<file path="src/rtl/uart_pkg.sv">
// Shared definitions for the memory-mapped UART transmitter:
// register offsets, STATUS/CTRL bit positions and FSM state encoding.
package uart_pkg;

    localparam logic [1:0] REG_TXDATA = 2'd0;
    localparam logic [1:0] REG_STATUS = 2'd1;
    localparam logic [1:0] REG_DIV    = 2'd2;
    localparam logic [1:0] REG_CTRL   = 2'd3;

    localparam int ST_BUSY    = 0;
    localparam int ST_FULL    = 1;
    localparam int ST_EMPTY   = 2;
    localparam int ST_OVF     = 3;
    localparam int ST_CNT_LSB = 8;

    localparam int CTRL_EN      = 0;
    localparam int CTRL_OVF_CLR = 1;

    typedef enum logic [1:0] {
        IDLE,
        START,
        DATA,
        STOP
    } uart_tx_state_e;

endpackage

</file>
<file path="src/rtl/sync_fifo.sv">
// Synchronous FIFO with first-word-fall-through output and
// occupancy count; pushes when full and pops when empty are ignored.
module sync_fifo #(
    parameter int WIDTH = 8,
    parameter int DEPTH = 8,
    localparam int AW = $clog2(DEPTH)
) (
    input  logic             clk,
    input  logic             rst,
    input  logic             push,
    input  logic             pop,
    input  logic [WIDTH-1:0] din,
    output logic [WIDTH-1:0] dout,
    output logic             full,
    output logic             empty,
    output logic [AW:0]      count
);

    logic [WIDTH-1:0] mem_q [DEPTH];
    logic [AW-1:0]    wptr_q, wptr_d;
    logic [AW-1:0]    rptr_q, rptr_d;
    logic [AW:0]      count_q, count_d;
    logic             do_push, do_pop;

    assign full    = (count_q == (AW+1)'(DEPTH));
    assign empty   = (count_q == '0);
    assign count   = count_q;
    assign dout    = mem_q[rptr_q];
    assign do_push = push && !full;
    assign do_pop  = pop && !empty;

    always_comb begin
        wptr_d  = wptr_q;
        rptr_d  = rptr_q;
        count_d = count_q;
        if (do_push) wptr_d = wptr_q + 1'b1;
        if (do_pop)  rptr_d = rptr_q + 1'b1;
        case ({do_push, do_pop})
            2'b10:   count_d = count_q + 1'b1;
            2'b01:   count_d = count_q - 1'b1;
            default: count_d = count_q;
        endcase
    end

    always_ff @(posedge clk) begin
        if (rst) begin
            wptr_q  <= '0;
            rptr_q  <= '0;
            count_q <= '0;
        end else begin
            wptr_q  <= wptr_d;
            rptr_q  <= rptr_d;
            count_q <= count_d;
        end
    end

    // Storage needs no reset: entries are only read once written.
    always_ff @(posedge clk) begin
        if (do_push) mem_q[wptr_q] <= din;
    end

endmodule

</file>
<file path="src/rtl/uart_tx_mmio.sv">
// Memory-mapped 8N1 UART transmitter on the core data port:
// register decode, TX FIFO and bit-timing FSM.
module uart_tx_mmio
    import uart_pkg::*;
#(
    parameter logic [31:0] BASE_ADDR   = 32'h1000_0000,
    parameter int          FIFO_DEPTH  = 8,
    parameter logic [15:0] DEFAULT_DIV = 16'd868
) (
    input  logic        clk,
    input  logic        rst,
    input  logic [31:0] addr,
    input  logic        we,
    input  logic [31:0] wd,
    output logic [31:0] rd,
    output logic        hit,
    output logic        tx
);

    localparam int AW = $clog2(FIFO_DEPTH);

    uart_tx_state_e state_q, state_d;
    logic [15:0] timer_q, timer_d;
    logic [15:0] div_q, div_d;
    logic [15:0] divisor_q, divisor_d;
    logic [2:0]  bit_q, bit_d;
    logic [7:0]  shift_q, shift_d;
    logic        tx_q, tx_d;
    logic        en_q, en_d;
    logic        ovf_q, ovf_d;

    logic [1:0]  off;
    logic        wr, push, pop, bit_end;
    logic [7:0]  fifo_dout;
    logic        fifo_full, fifo_empty;
    logic [AW:0] fifo_count;
    logic [31:0] status;
    logic        addr_unused;

    assign addr_unused = ^{addr[1:0], wd[31:16]};

    assign off  = addr[3:2];
    assign hit  = (addr[31:4] == BASE_ADDR[31:4]);
    assign wr   = we && hit;
    assign push = wr && (off == REG_TXDATA);
    assign tx   = tx_q;

    sync_fifo #(
        .WIDTH (8),
        .DEPTH (FIFO_DEPTH)
    ) u_fifo (
        .clk   (clk),
        .rst   (rst),
        .push  (push),
        .pop   (pop),
        .din   (wd[7:0]),
        .dout  (fifo_dout),
        .full  (fifo_full),
        .empty (fifo_empty),
        .count (fifo_count)
    );

    always_comb begin
        status                  = '0;
        status[ST_BUSY]         = (state_q != IDLE);
        status[ST_FULL]         = fifo_full;
        status[ST_EMPTY]        = fifo_empty;
        status[ST_OVF]          = ovf_q;
        status[ST_CNT_LSB +: 8] = 8'(fifo_count);
    end

    always_comb begin
        rd = '0;
        if (hit) begin
            case (off)
                REG_STATUS: rd = status;
                REG_DIV:    rd = {16'h0, divisor_q};
                REG_CTRL:   rd = {31'h0, en_q};
                default:    rd = '0;
            endcase
        end
    end

    // A dropped push sets overflow even when a clear lands on the same edge.
    always_comb begin
        divisor_d = divisor_q;
        en_d      = en_q;
        ovf_d     = ovf_q;
        if (wr && off == REG_DIV) divisor_d = wd[15:0];
        if (wr && off == REG_CTRL) begin
            en_d = wd[CTRL_EN];
            if (wd[CTRL_OVF_CLR]) ovf_d = 1'b0;
        end
        if (push && fifo_full) ovf_d = 1'b1;
    end

    assign bit_end = (timer_q == div_q - 16'd1);

    always_comb begin
        state_d = state_q;
        timer_d = timer_q;
        div_d   = div_q;
        bit_d   = bit_q;
        shift_d = shift_q;
        pop     = 1'b0;
        tx_d    = 1'b1;
        case (state_q)
            IDLE: begin
                if (en_q && !fifo_empty) begin
                    pop     = 1'b1;
                    shift_d = fifo_dout;
                    div_d   = (divisor_q == '0) ? 16'd1 : divisor_q;
                    bit_d   = '0;
                    timer_d = '0;
                    state_d = START;
                end
            end
            START: begin
                tx_d = 1'b0;
                if (bit_end) begin
                    timer_d = '0;
                    state_d = DATA;
                end else begin
                    timer_d = timer_q + 16'd1;
                end
            end
            DATA: begin
                tx_d = shift_q[0];
                if (bit_end) begin
                    timer_d = '0;
                    shift_d = shift_q >> 1;
                    bit_d   = bit_q + 3'd1;
                    if (bit_q == 3'd7) state_d = STOP;
                end else begin
                    timer_d = timer_q + 16'd1;
                end
            end
            STOP: begin
                if (bit_end) begin
                    timer_d = '0;
                    state_d = IDLE;
                end else begin
                    timer_d = timer_q + 16'd1;
                end
            end
            default: state_d = IDLE;
        endcase
    end

    always_ff @(posedge clk) begin
        if (rst) begin
            state_q   <= IDLE;
            timer_q   <= '0;
            div_q     <= 16'd1;
            bit_q     <= '0;
            shift_q   <= '0;
            tx_q      <= 1'b1;
            divisor_q <= DEFAULT_DIV;
            en_q      <= 1'b1;
            ovf_q     <= 1'b0;
        end else begin
            state_q   <= state_d;
            timer_q   <= timer_d;
            div_q     <= div_d;
            bit_q     <= bit_d;
            shift_q   <= shift_d;
            tx_q      <= tx_d;
            divisor_q <= divisor_d;
            en_q      <= en_d;
            ovf_q     <= ovf_d;
        end
    end

endmodule
</file>
<file path="config.mk">
export PLATFORM = sky130hd
export DESIGN_NAME = uart_tx_mmio
export DESIGN_NICKNAME = d
export VERILOG_FILES = /design/src/rtl/uart_pkg.sv /design/src/rtl/sync_fifo.sv /design/src/rtl/uart_tx_mmio.sv
export SDC_FILE = /design/constraint.sdc
export NUM_CORES = 1
export LEC_CHECK = 0
export ABC_CLOCK_PERIOD_IN_PS = 4050
export CORE_MARGIN = 4
export CORE_UTILIZATION = 50
export CTS_BUF_LIST = sky130_fd_sc_hd__clkbuf_16
export DETAILED_ROUTE_END_ITERATION = 16
export PLACE_DENSITY_LB_ADDON = 0.3
export SYNTH_ARGS = -nofsm -noshare
export SYNTH_HDL_FRONTEND = slang
export SYNTH_HIERARCHICAL = 1
export SYNTH_SLANG_ARGS = --single-unit
</file>
<file path="constraint.sdc">
create_clock -name clk -period 4.05 [get_ports clk]
set_clock_uncertainty 0.05 [all_clocks]
set_input_delay 0.81 -clock clk [delete_from_list [all_inputs] [get_ports clk]]
set_output_delay 0.81 -clock clk [all_outputs]
set_load 0.01 [all_outputs]
</file>
==> flow_summary_export.csv <==
group,metric,value,unit
pwr,seq_power_share,0.491,
drt,vias,5297,
grt,use_met1,0.250,
yosys,synth_cell_type_count,72,
place,dp_hpwl,11.6,mm
outcome,status,"completed",
yosys,async_reset_ff_frac,0,
drt,vias_per_cell,5.68,
sta,hold_viol_final,0,
sta,post-route-period-util,0.968,
place,io_buffers,66,
sta,worst_slew_margin_rel,0.340,
pwr,p_per_area,359,nW/um2
die,die_width,127,um
yosys,ys_seq_area_frac,0.487,
pwr,intPower,2.39,mW
pwr,p_leak,2.93,nW
sta,setup_viol,0,
place,gp_congestion,0.853,
drt,drc,0,
die,core,13900,um2
grt,grt_pass1_vias,5294,
pwr,irDropWorstVdd,0.401,mV
grt,met3_usage,0.0489,
drt,drtPass1Iterations,5,
worst_setup_path,worstPathBufferInverterCount,4,
yosys,ys_warn_count,6,
worst_setup_path,startpoint_type,"primary input",
grt,grt_max_degree,53,
die,initial_core_util,0.511,
worst_setup_path,cp_data_required_time,3190,ps
sta,worstMarginPinSlew,989,ps
yosys,syn_avg_cell_area,10.6,um2
grt,busiest_layer,"met2",
grt,use_met2,0.350,
clock_network,cts_hold_buf,0,
worst_setup_path,critPathKind,"primary input to primary output",
cells_and_area,final_util,0.606,
cells_and_area,final_nets,821,
worst_setup_path,critPathMaxFanout,11,
yosys,synthesis.instances,673,
pwr,combinationalPowerShare,0.030,
clock_network,numCtsBuffers,17,
drt,wl_per_cell,17.1,um
cells_and_area,syn2layout_area_growth,18.7,%
drt,postRouteWirelength,15.9,mm
sta,period_minus_slack,3920,ps
clock_network,cts_resized,0,
yosys,synth-seq-cells,141,
die,die-area,16200,um2
pwr,switching_share,0.212,
clock_network,clock-sinks,141,
pwr,p_clk_frac,0.479,
sta,timing.hold.ws,417,ps
clock_network,post-cts-setup-buffers,0,
clock_network,root_buffer,"clkbuf_16",
worst_setup_path,critical_path.most_common_cell,"clkdlybuf4s50_1",
cells_and_area,fill_cells,1121,
yosys,synth_edf_count,64,
worst_setup_path,endpoint_kind,"primary output",
sta,rsz0062_at_grt,"false",
drt,detail-route-antenna-nets,0,
worst_setup_path,path_cells,"clkdlybuf4s50_1 > nor4b_1 > nand3_1 > or2_2 > inv_1 > buf_4 > and3_1 > clkdlybuf4s50_1",
cells_and_area,num_antenna_cells,0,
cells_and_area,drive_gt1_frac,0.134,
grt,overflow,0,
clock_network,cts_tree,"done",
grt,grt_pass1_wl,26.4,mm
yosys,synth_ff_type,"dfxtp_1",
worst_setup_path,r2r_slack,670,ps
worst_setup_path,cp_top_family,"buffers and inverters",
die,fp-row-count,43,
clock_network,clkTransAtPathRegs,60,ps
die,die_h,127,um
die,ios,101,
worst_setup_path,critPathMaxStageDelay,560,ps
clock_network,cts_max_level,4,
yosys,synth_area,7120,um2
drt,first_iter_violations,339,
clock_network,worstSkewPairLatency,420,ps
sta,clock.fmax,255,MHz
worst_hold_path,holdCritPathClass,"flop to flop",
clock_network,cts_buffer_depth,2,
sta,drv_slew,0,
pwr,p_switching,0.643,mW
grt,antenna_found_initial,0,
worst_setup_path,cp_data_arrival_time,3060,ps
worst_setup_path,cpMaxStageDelayCell,"clkdlybuf4s50_1",
flow_run,drv_cap,0,
grt,grt_usage,0.205,
## synth_stat cells, drive strengths merged, types with 16 or more instances
library cell | number | share of area
xor2 | 21 | 0.027
mux4 | 16 | 0.055
edfxtp | 64 | 0.27
inv | 22 | 0.012
o21ai | 22 | 0.016
nor4 | 17 | 0.016
mux2i | 20 | 0.028
dfxtp | 77 | 0.22
a21oi | 34 | 0.024
nor2 | 63 | 0.037
clkbuf | 20 | 0.011
nand2 | 73 | 0.042
a22oi | 16 | 0.017
buf | 32 | 0.033
nand3 | 23 | 0.018
## per-stage QoR
stage / setup TNS (ps) / setup slack [ps] / instance area (um2) / cells / total power [mW]
global route: 0 / 55.0 / 8450 / 933 / 3.13
finish: 0 / 129 / 8450 / 933 / 3.03
detailed placement: -198 / -153 / 7890 / 901 / 1.61
global placement: 0 / 20.8 / 7890 / 901 / 1.61
CTS: 0 / 106 / 8450 / 933 / 3.06
floorplan: 0 / 23.6 / 7180 / 688 / 1.55
## cells by family after synthesis
family / count (synthesis) / synth area share
flip-flops: 141 / 0.487
buffers and inverters: 76 / 0.0566
multiplexers: 47 / 0.100
AND/OR/NAND/NOR: 247 / 0.180
AO/OA/AOI/OAI: 111 / 0.106
other: 1 / 0.000527
XOR/XNOR: 36 / 0.0454
adder cells (fa/ha/maj): 14 / 0.0246
## worst paths after layout
path | from | to | depth (start not counted)
worst min register to register | div_q[15] | div_q[15] | 2
worst min-delay path | div_q[15] | div_q[15] | 2
worst max register to register | u_fifo/count[1] | u_fifo/count[3] | 12
worst max-delay path | addr[31] | rd[6] | 8
## cells in the final DEF (no fill, tap or decap), drive strengths merged, types with 4 or more instances in the layout
cell type / count
dfxtp: 77
nand2: 73
clkdlybuf4s50: 65
edfxtp: 64
nor2: 63
a21oi: 34
inv: 30
nand3: 23
o21ai: 22
xor2: 21
mux2i: 20
buf: 20
clkbuf: 19
nor4: 17
a22oi: 16
conb: 16
mux4: 16
xnor2: 15
and3: 14
ha: 14
nor3: 13
mux2: 11
nand4: 10
a31oi: 10
nor2b: 5
or3: 5
clkinv: 5
nand2b: 4
or4: 4
a41oi: 4
## flip-flops by register name, indices dropped and copies added (netlist names), 3 cells and up, named ones only
register	flops
u_fifo/count	4
shift_q	8
div_q	16
divisor_q	16
u_fifo/rptr_q	3
bit_q	3
timer_q	16
u_fifo/wptr_q	3
u_fifo/mem_q	64
## layer usage
layer / vias to the layer above / share of wire
met2: 137 / 0.51
met3: 27 / 0.045
met4: 0 / 0.036
met1: 2559 / 0.40
met5: - / 0
li1: 2574 / -
## power by group through the flow
stage                     combinational (mW)  clock (mW)  sequential (mW)
final                                 0.0916        1.45             1.49
after CTS                             0.0919        1.48             1.49
after global routing                  0.0986        1.55             1.48
after global placement                0.0894           0             1.52
after floorplan                       0.0377           0             1.52
after detailed placement              0.0917           0             1.52
## final cells by class
type | instances | area, um2 | area share
sequential | 141 | 3460 | 0.410
multi-input combinational | 471 | 3310 | 0.392
timing repair buffer | 85 | 798 | 0.0945
clock buffer | 19 | 475 | 0.0563
tap | 180 | 225 | 0.0267
inverter | 24 | 90.1 | 0.0107
clock inverter | 13 | 85.1 | 0.0101
## worst min-delay path: cells and delay by family (launching register included)
kind / cells / cell delay (ps)
flops: 1 / 310
simple gates: 1 / 50
compound gates: 1 / 50
Note: power is estimated with default switching activity, not from simulation.
